**config.mk**
```make
export PLATFORM = sky130hd
export DESIGN_NAME = mux_rr_arbiter_flat
export DESIGN_NICKNAME = d
export VERILOG_FILES = /design/src/rtl/mux_rr_arbiter_pkg.sv /design/src/rtl/mux_rr_arbiter_if.sv /design/src/rtl/mux_rr_arbiter_rr_pick.sv /design/src/rtl/mux_rr_arbiter.sv /design/src/flat_wrapper.sv
export SDC_FILE = /design/constraint.sdc
export NUM_CORES = 1
export LEC_CHECK = 0
export ABC_AREA = 1
export BUFFER_PORTS_ARGS = -buffer_cell sky130_fd_sc_hd__clkbuf_2
export CAP_MARGIN = 20
export CORE_ASPECT_RATIO = 1.75
export CORE_UTILIZATION = 45
export DETAILED_ROUTE_END_ITERATION = 10
export HOLD_SLACK_MARGIN = 0.02
export PLACE_DENSITY = 0.81
export SYNTH_ARGS = -nofsm -noshare
export SYNTH_HDL_FRONTEND = slang
export SYNTH_SLANG_ARGS = --single-unit
```
**constraint.sdc**
```tcl
create_clock -name clk -period 2.7 [get_ports clk]
set_input_delay 0.135 -clock clk [delete_from_list [all_inputs] [get_ports clk]]
set_output_delay 0.135 -clock clk [all_outputs]
set_load 0.02 [all_outputs]
```
**src/rtl/mux_rr_arbiter_pkg.sv**
```systemverilog
// Shared types and the rotate-priority search used by the round-robin arbiter.
package mux_rr_arbiter_pkg;

    typedef enum logic {
        ARB  = 1'b0,
        LOCK = 1'b1
    } arb_state_t;

    // Widest requester count the generic picker supports.
    localparam int PICK_IW = 5;
    localparam int MAX_N   = 1 << PICK_IW;

    typedef struct packed {
        logic               found;
        logic [PICK_IW-1:0] idx;
    } pick_t;

    // First set bit of req[n-1:0], searching upward from ptr and wrapping at n.
    // The caller keeps ptr < n and n <= MAX_N.
    function automatic pick_t rr_pick(input logic [MAX_N-1:0] req,
                                      input int               n,
                                      input int               ptr);
        pick_t r;
        int    j;
        r.found = 1'b0;
        r.idx   = '0;
        for (int k = 0; k < MAX_N; k++) begin
            j = ptr + k;
            if (j >= n) j = j - n;
            if (k < n && !r.found && req[j[PICK_IW-1:0]]) begin
                r.found = 1'b1;
                r.idx   = j[PICK_IW-1:0];
            end
        end
        return r;
    endfunction

endpackage

```
**src/rtl/mux_rr_arbiter_if.sv**
```systemverilog
// Requester-side and consumer-side valid/ready bundle of the arbiter.
interface mux_rr_arbiter_if #(
    parameter int N = 4,
    parameter int W = 8
);
    import mux_rr_arbiter_pkg::*;

    localparam int IW = $clog2(N);

    logic [N-1:0]   in_valid;
    logic [N*W-1:0] in_data;
    logic [N-1:0]   in_last;
    logic [N-1:0]   in_ready;
    logic           out_valid;
    logic [W-1:0]   out_data;
    logic           out_last;
    logic [IW-1:0]  out_id;
    logic           out_ready;

    // Arbiter side: accepts requester beats, presents the shared output.
    modport slave (
        input  in_valid, in_data, in_last, out_ready,
        output in_ready, out_valid, out_data, out_last, out_id
    );

    // Environment side: producers plus the downstream consumer.
    modport master (
        output in_valid, in_data, in_last, out_ready,
        input  in_ready, out_valid, out_data, out_last, out_id
    );

endinterface

```
**src/rtl/mux_rr_arbiter_rr_pick.sv**
```systemverilog
// Combinational rotate-priority picker: one-hot grant plus its binary index.
module rr_pick_n
    import mux_rr_arbiter_pkg::*;
#(
    parameter int N  = 4,
    parameter int IW = $clog2(N)
) (
    input  logic [N-1:0]  req_i,
    input  logic [IW-1:0] ptr_i,
    output logic [N-1:0]  grant_o,
    output logic [IW-1:0] idx_o,
    output logic          found_o
);

    logic [MAX_N-1:0] req_ext;
    pick_t            pick;

    // Widen the request vector to the picker's fixed width, then search.
    always_comb begin
        req_ext        = '0;
        req_ext[N-1:0] = req_i;
        pick           = rr_pick(req_ext, N, int'(ptr_i));
    end

    assign idx_o   = pick.idx[IW-1:0];
    assign found_o = pick.found;

    for (genvar i = 0; i < N; i++) begin : g_gnt
        assign grant_o[i] = pick.found && (pick.idx == PICK_IW'(i));
    end

endmodule

```
**src/rtl/mux_rr_arbiter.sv**
```systemverilog
// Round-robin arbiter sharing one registered output among N valid/ready
// requesters; multi-beat packets keep the grant until their last beat.
module mux_rr_arbiter
    import mux_rr_arbiter_pkg::*;
#(
    parameter int N = 4,
    parameter int W = 8
) (
    input  logic             clk,
    input  logic             rst_n,
    mux_rr_arbiter_if.slave  bus
);

    localparam int IW = $clog2(N);

    arb_state_t          state_q, state_d;
    logic [IW-1:0]       ptr_q, ptr_d;
    logic [IW-1:0]       lock_id_q, lock_id_d;
    logic                out_valid_q;
    logic [W-1:0]        out_data_q;
    logic                out_last_q;
    logic [IW-1:0]       out_id_q;

    logic                load;
    logic                accept;
    logic [N-1:0]        lock_mask;
    logic [N-1:0]        elig;
    logic [IW-1:0]       pick_ptr;
    logic [N-1:0]        grant;
    logic [IW-1:0]       win_idx;
    logic                found;
    logic [N-1:0][W-1:0] data_arr;
    logic [W-1:0]        win_data;
    logic                win_last;

    function automatic logic [IW-1:0] wrap_inc(input logic [IW-1:0] x);
        return (x == IW'(N - 1)) ? '0 : x + IW'(1);
    endfunction

    // The output register can take a beat when empty or being drained.
    assign load = !out_valid_q || bus.out_ready;

    for (genvar i = 0; i < N; i++) begin : g_lock
        assign lock_mask[i] = (lock_id_q == IW'(i));
    end

    // While locked only the owner is eligible; starting the search at the
    // owner makes the picker return it directly.
    assign elig     = (state_q == LOCK) ? (bus.in_valid & lock_mask) : bus.in_valid;
    assign pick_ptr = (state_q == LOCK) ? lock_id_q : ptr_q;

    rr_pick_n #(.N(N), .IW(IW)) u_pick (
        .req_i   (elig),
        .ptr_i   (pick_ptr),
        .grant_o (grant),
        .idx_o   (win_idx),
        .found_o (found)
    );

    // N:1 beat mux steered by the winner index.
    assign data_arr = bus.in_data;
    assign win_data = data_arr[win_idx];
    assign win_last = bus.in_last[win_idx];

    // Grant decode; held low during reset so no beat is taken before release.
    assign accept       = load && found;
    assign bus.in_ready = (rst_n && load) ? grant : '0;

    // Next-state: lock on a non-last beat, rotate priority past a finished packet.
    always_comb begin
        state_d   = state_q;
        ptr_d     = ptr_q;
        lock_id_d = lock_id_q;
        case (state_q)
            ARB: begin
                if (accept) begin
                    if (win_last) begin
                        ptr_d = wrap_inc(win_idx);
                    end else begin
                        state_d   = LOCK;
                        lock_id_d = win_idx;
                    end
                end
            end
            LOCK: begin
                if (accept && win_last) begin
                    state_d = ARB;
                    ptr_d   = wrap_inc(lock_id_q);
                end
            end
            default: state_d = ARB;
        endcase
    end

    // Arbitration state register.
    always_ff @(posedge clk or negedge rst_n) begin
        if (!rst_n) begin
            state_q   <= ARB;
            ptr_q     <= '0;
            lock_id_q <= '0;
        end else begin
            state_q   <= state_d;
            ptr_q     <= ptr_d;
            lock_id_q <= lock_id_d;
        end
    end

    // Output register: refill or empty on load, hold under backpressure.
    always_ff @(posedge clk or negedge rst_n) begin
        if (!rst_n) begin
            out_valid_q <= 1'b0;
            out_data_q  <= '0;
            out_last_q  <= 1'b0;
            out_id_q    <= '0;
        end else if (load) begin
            out_valid_q <= accept;
            if (accept) begin
                out_data_q <= win_data;
                out_last_q <= win_last;
                out_id_q   <= win_idx;
            end
        end
    end

    assign bus.out_valid = out_valid_q;
    assign bus.out_data  = out_data_q;
    assign bus.out_last  = out_last_q;
    assign bus.out_id    = out_id_q;

endmodule

```
**src/flat_wrapper.sv**
```systemverilog
// flat-port wrapper written by rule: the top's interface ports become plain ports
module mux_rr_arbiter_flat import mux_rr_arbiter_pkg::*;
#(
    parameter int N = 4,
    parameter int W = 8
)
  (clk, rst_n, bus_in_valid, bus_in_data, bus_in_last, bus_out_ready, bus_in_ready, bus_out_valid, bus_out_data, bus_out_last, bus_out_id);
  mux_rr_arbiter_if #(.N(N), .W(W)) bus_i ();
  input  logic clk;
  input  logic rst_n;
  input wire logic [$bits(bus_i.in_valid)-1:0] bus_in_valid;
  input wire logic [$bits(bus_i.in_data)-1:0] bus_in_data;
  input wire logic [$bits(bus_i.in_last)-1:0] bus_in_last;
  input wire logic [$bits(bus_i.out_ready)-1:0] bus_out_ready;
  output wire logic [$bits(bus_i.in_ready)-1:0] bus_in_ready;
  output wire logic [$bits(bus_i.out_valid)-1:0] bus_out_valid;
  output wire logic [$bits(bus_i.out_data)-1:0] bus_out_data;
  output wire logic [$bits(bus_i.out_last)-1:0] bus_out_last;
  output wire logic [$bits(bus_i.out_id)-1:0] bus_out_id;
  assign bus_i.in_valid = bus_in_valid;
  assign bus_i.in_data = bus_in_data;
  assign bus_i.in_last = bus_in_last;
  assign bus_i.out_ready = bus_out_ready;
  assign bus_in_ready = bus_i.in_ready;
  assign bus_out_valid = bus_i.out_valid;
  assign bus_out_data = bus_i.out_data;
  assign bus_out_last = bus_i.out_last;
  assign bus_out_id = bus_i.out_id;
  mux_rr_arbiter #(.N(N), .W(W)) u_core (.clk(clk), .rst_n(rst_n), .bus(bus_i));
endmodule
```
==> impl_results.md, run 1 <==
- Post-synth EDFFs: 0
- HP Class: input port to register
- GRT Overall Usage: 0.236
- Clock root cell: clkbuf_8
- Post-synthesis mux area share: 0
- Core Area: 3630 um^2
- WL per Instance: 12.2 um
- Number of fill cells: 340
- Htree depth: 1
- Hold path start: bus_out_ready
- Area occupied by multi-input gates: 1140 um^2
- Ports: 59
- Avg Synthesized Cell Area: 6.32 um^2
- Initial antenna violation count: 0
- Routed wire length: 4820 um
- Hold worst-path end: u_core.bus.out_valid
- Most instantiated cells after synthesis: 106 x nand2_1, 44 x inv_1, 37 x nand3_1
- Yosys cell types: 25
- # rows: 29
- Met3 Usage GRT: 0.0164
- Cells after Synth: 272
- Die area: 4080 um^2
- Most Crowded Layer GR: met2
- Final hold vios: 0
- GP Congestion: 0.822
- Vias/cell: 5.03
- CP startpoint kind: register
- CTS tree: built
- Dpl hpwl: 3520 um
- Layout cells sized above 1: 0.394
- P&R area growth vs syn: 37.4%
- Synth area leaders: dfrtp_1 25%, nand2_1 23%, nand3_1 11%
- Routing usage on met2: 0.481
- Ant diodes: 0
- XOR/XNOR Fraction of Synth Area: 0
- Hold Crit Depth: 4
- Max Clk Rate: 0.385 GHz
- Worst skew pair latency: 250 ps
- Synthesis-stage register bit count: 17
- Adder-Cell Fraction of Synth Area: 0.0655
- Post-synth ARST share: 1.00
- Max-slew violations: 0
- Most common cell in the netlist: nand2_1
- Outcome: finished clean
- Slew @ Worst Pin: 472 ps
- Top_reg_cell synth: dfrtp_1
- Worst Clk Skew: 1.04 ps
- Final core occ: 0.651
- Final std cells w/o fill: 394
- CTS Sinks: 17
- Largest net degree at the start of global routing: 19
- Setup Crit Path Kind: register to output pin
- Largest area contributor in the synthesized netlist: dfrtp_1
- Reg2reg end: u_core.ptr_q[1]
- Detailed Routing Iterations Pass 1: 4
- DR iter-0 viols: 46
- Flop2flop setup slack: 130 ps
- Setup Slack @ Placement: -74.7 ps
- Initial Util: 0.473
- Die Span Y: 83.7 um
- DRC: 0
- Ys Warns: 0
- Grt ovf: 0
- Main combinational cell family by area after synthesis: simple AND/OR/NAND/NOR gates
- Worst EP arrival: 2460 ps
- Mapped Nets: 324
- Routed vias: 1,980
- CTS buffer count: 3
- Met1 usage: 0.220
- First-pass GRT wire length: 7620 um
- Critical-path maximum fanout: 5
- WP data required: 2570 ps
- Die Wd: 48.7 um
- CP endpoint kind: output pin
- Worst-case reg-to-reg path depth: 20
- Clk pin slew, worst setup/hold paths: 70 ps
- Final worst-path cycle share: 0.963
- Compound-Gate Fraction of Synth Area: 0.0124
- Final critical-path required period: 2600 ps
- Placed cells: 379
- Storage element area: 428 um^2
- Number of global-route vias before repair: 1,875
- Synth top area share: 0.248
- Fraction of the mapped netlist area in simple logic gates: 0.521
- Seq/Total Area, Yosys: 0.248
- Post-Synthesis Cell Area: 1720 um^2
- Number of max-cap violations: 0
- Final setup viols: 0
- ANT nets after route: 0
- Port buffer count: 58
- Bufs on Longest Clock Path: 2
- Fin worst setup slack: 100 ps
- Nets: 401
- Slew headroom: 0.685
worst max-delay path, cell delays in order (launching register included):
cell and delay, ps:
dfrtp_2 440, inv_2 110, nand2_2 60, nand2_2 80
inv_2 50, ha_4 270, inv_1 80, nand3_1 100
nand2_2 70, nor2_4 130, nand3_4 120, nand2_8 110
nand2_8 70, inv_4 70, ha_2 150, inv_1 40
nor2_2 110, buf_6 130
worst max-delay path by stage:
stage | startpoint | end | slack (ps) | cells past startpoint
2_1_floorplan | register | bus_in_ready[2] | 220 | 14
3_3_place_gp | register | bus_in_ready[0] | 20 | 15
3_5_place_dp | register | bus_in_ready[0] | -70 | 15
4_1_cts | register | bus_in_ready[0] | 4 | 17
5_1_grt | register | bus_in_ready[0] | -30 | 17
6_report | register | bus_in_ready[0] | 100 | 17
sequential cells by signal, indices dropped and copies added, names as in the netlist, named ones only:
register              cells
u_core.bus.out_id         2
u_core.bus.out_last       1
u_core.bus.out_data       8
u_core.ptr_q              2
u_core.lock_id_q          2
u_core.bus.out_valid      1
logic make-up (layout without fill, tap and decap cells):
family | Yosys count | count (layout)
fa+ha+maj | 9 | 9
simple gates | 186 | 186
buf+inv | 56 | 132
compound gates | 4 | 4
flops | 17 | 17
stage by stage:
stage               TNS (ps)  area, um^2  hold WS (ps)
floorplan                  0        1720          -161
finish                     0        2360           178
CTS                        0        2210           183
detailed placement     -82.3        2090           101
global placement           0        2090          93.8
global route           -56.8        2360           207
placed cells by master (no fill, tap or decap), types with 3 or more instances in the layout:
cell type	count
dfrtp_1	15
inv_2	3
inv_1	42
ha_1	6
nor2_4	3
buf_4	22
nor2_2	3
buf_6	4
nand2_4	4
nand3_2	4
clkbuf_2	54
nand3b_1	8
nand2_1	96
nand3_1	36
clkbuf_8	3
nand2_2	24
timing repair:
item	CTS	global route
endpoints found under the hold margin	17	0
setup endpoints to repair	5	7
pin swaps	4	14
hold buffers	1	0
gates resized for setup	10	33
buffers inserted	3	7
cell type report:
type | instances | share of cell area
multi-input cells | 199 | 0.484
flip-flops and latches | 17 | 0.181
clock buffers | 3 | 0.0175
clock inverters | 1 | 0.00212
inverters | 46 | 0.0742
well taps | 46 | 0.0244
repair buffers | 82 | 0.216
routing by layer:
metal	up-vias	routed length, um
met5	-	0
met4	0	174
li1	977	-
met1	928	1680
met3	14	161
met2	61	2810
Power of run 1 is left out: the tool's default activity adds up to more than one toggle a clock period on the data nets, which glitch-free logic cannot reach.
==> inputs of run 2 (changes only) <==
ABC_AREA = not set   (was 1)
PLACE_DENSITY = 0.83   (was 0.81)
==> impl_results.md, run 2 <==
- Compound-Gate Fraction of Synth Area: 0.218 (was 0.0124)
- Fraction of the mapped netlist area in simple logic gates: 0.152 (was 0.521)
- Synth area leaders: dfrtp_1 29%, ha_1 7.6%, mux2_2 7.6% (was dfrtp_1 25%, nand2_1 23%, nand3_1 11%)
- Port buffer count: 58 (unchanged)
- Slew headroom: 0.656 (was 0.685)
- CTS Sinks: 17 (unchanged)
- First-pass GRT wire length: 9030 um (was 7620 um)
- Worst Clk Skew: 1.05 ps (was 1.04 ps)
- Most common cell after layout, fill and taps aside: clkbuf_2 (was nand2_1)
- Htree depth: 1 (unchanged)
- Outcome: complete, but fails checks (was finished clean)
- GP Congestion: 0.943 (was 0.822)
- Worst skew pair latency: 260 ps (was 250 ps)
- Setup Crit Path Kind: register to register (was register to output pin)
- Dpl hpwl: 3730 um (was 3520 um)
- Vias/cell: 5.90 (was 5.03)
- Routed vias: 1,811 (was 1,980)
- WL per Instance: 22.2 um (was 12.2 um)
- DRC: 0 (unchanged)
- Post-synth EDFFs: 0 (unchanged)
- Slew @ Worst Pin: 516 ps (was 472 ps)
- Worst-case reg-to-reg path depth: 12 (was 20)
- Main combinational cell family by area after synthesis: compound AO/OA/AOI/OAI gates (was simple AND/OR/NAND/NOR gates)
- Number of max-cap violations: 0 (unchanged)
- Cells after Synth: 148 (was 272)
- Yosys cell types: 40 (was 25)
- Largest area contributor in the synthesized netlist: dfrtp_1 (unchanged)
- # rows: 27 (was 29)
- Post-synth ARST share: 1.00 (unchanged)
- Fin worst setup slack: -515 ps (was 100 ps)
- Final critical-path required period: 3210 ps (was 2600 ps)
- CTS buffer count: 3 (unchanged)
- DR iter-0 viols: 69 (was 46)
- Top_reg_cell synth: dfrtp_1 (unchanged)
- Largest net degree at the start of global routing: 21 (was 19)
- Final setup viols: 19 (was 0)
- CP startpoint kind: register (unchanged)
- Synth top area share: 0.288 (was 0.248)
- Die Wd: 45.3 um (was 48.7 um)
- Synthesis-stage register bit count: 17 (unchanged)
- Failing checks: negative setup slack
- CTS tree: built (unchanged)
- Avg Synthesized Cell Area: 9.98 um^2 (was 6.32 um^2)
- P&R area growth vs syn: 80.2% (was 37.4%)
- Final worst-path cycle share: 1.19 (was 0.963)
- Clock root cell: clkbuf_8 (unchanged)
- XOR/XNOR Fraction of Synth Area: 0 (unchanged)
- Mapped Nets: 200 (was 324)
- Initial Util: 0.470 (was 0.473)
- Ys Warns: 0 (unchanged)
- Post-Synthesis Cell Area: 1480 um^2 (was 1720 um^2)
- Adder-Cell Fraction of Synth Area: 0.0762 (was 0.0655)
- Post-synthesis mux area share: 0.213 (was 0)
- Bufs on Longest Clock Path: 2 (unchanged)
- GRT Overall Usage: 0.352 (was 0.236)
- CP endpoint kind: register (was output pin)
- Critical-path maximum fanout: 3 (was 5)
- Clk pin slew, worst setup/hold paths: 70 ps (about the same)
- Ports: 59 (unchanged)
- Max Clk Rate: 0.311 GHz (was 0.385 GHz)
- ANT nets after route: 0 (unchanged)
- Seq/Total Area, Yosys: 0.288 (was 0.248)
- Most common cell in the netlist: dfrtp_1 (was nand2_1)
- Most instantiated cells after synthesis: 17 x dfrtp_1, 11 x nand2_1, 10 x mux2_2 (was 106 x nand2_1, 44 x inv_1, 37 x nand3_1)
- Nets: 317 (was 401)
- Die area: 3530 um^2 (was 4080 um^2)
- Number of global-route vias before repair: 1,918 (was 1,875)
- Final core occ: 0.847 (was 0.651)
- Detailed Routing Iterations Pass 1: 4 (unchanged)
- Final hold vios: 0 (unchanged)
- RSZ-0062 raised after global routing: yes
- Routed wire length: 6810 um (was 4820 um)
- Grt ovf: 0 (unchanged)
- Worst EP arrival: 3360 ps (was 2460 ps)
- Ant diodes: 0 (unchanged)
- Core Area: 3140 um^2 (was 3630 um^2)
- HP Class: input port to register (unchanged)
- Initial antenna violation count: 0 (unchanged)
- Hold Crit Depth: 3 (was 4)
- Max FFs per register: 8 (unchanged)
- Max-slew violations: 0 (unchanged)
- Layout cells sized above 1: 0.712 (was 0.394)
- WP data required: 2840 ps (was 2570 ps)
- Die Span Y: 77.8 um (was 83.7 um)
- Most frequent cells in the layout: 54 x clkbuf_2, 47 x buf_4, 15 x dfrtp_1 (was 96 x nand2_1, 54 x clkbuf_2, 42 x inv_1)
run 2: path summary, 6_finish.rpt:
| check | start | to | slack [ps] |
|---|---|---|---|
| setup / recovery | register | u_core.ptr_q[1] | -510 |
| hold / removal | bus_out_ready | u_core.bus.out_valid | 220 |
| setup reg to reg | register | u_core.ptr_q[1] | -510 |
| hold reg to reg | u_core.bus.out_id[1] | u_core.bus.out_id[1] | 500 |
| max in group asynchronous | rst_n | u_core.lock_id_q[1] | 1940 |
| min in group asynchronous | rst_n | u_core.bus.out_data[2] | 380 |
run 2: cells by family after synthesis:
group / after synthesis
mux: 25
flops: 17
compound gates: 41
buf+inv: 15
simple gates: 41
fa+ha+maj: 9
run 2: through the flow:
stage / hold slack (ps) / setup slack (ps) / std cells / instance area [um^2] / setup TNS [ps]
2_1_floorplan: -161 / -412 / 148 / 1560 / -2170
3_3_place_gp: 106 / -373 / 279 / 2120 / -5180
3_5_place_dp: 117 / -501 / 279 / 2120 / -7490
4_1_cts: 192 / -423 / 301 / 2480 / -5160
5_1_grt: 241 / -547 / 307 / 2660 / -8230
6_report: 216 / -515 / 307 / 2660 / -7210
run 2: timing repair:
item / CTS / global route
setup buffers: 16 / 6
cloned: 1 / 0
endpoints found under the hold margin: 17 / 0
pin swaps: 11 / 7
resized for setup: 38 / 36
endpoints found under the setup margin: 20 / 20
hold buffers: 1 / 0
run 2: layer usage:
layer  global-route usage  vias up  wire, um
met3               0.0372       46       405
met1                0.349      854      2220
met5                    0        -         0
met2                0.675      128      3680
li1                     -      783         -
met4                0.148        0       504
run 2: layout make-up:
class / count / area (um^2)
clock buffer: 4 / 45.0
fill: 170 / 479
inverter: 8 / 41.3
multi-input combinational: 116 / 1220
sequential: 17 / 428
tap: 43 / 53.8
timing repair buffer: 119 / 873
run 2: worst max-delay path: stages (launching register included):
cell and delay (ps):
dfrtp_2 460, mux2i_4 330, buf_4 160, buf_4 110, nand3_1 90, a32oi_2 290
nand2b_4 240, nor3b_4 70, o31a_4 310, buf_6 140, mux2_4 330, a22o_4 250
mux2_4 310
Power of run 2 is left out for the same reason.
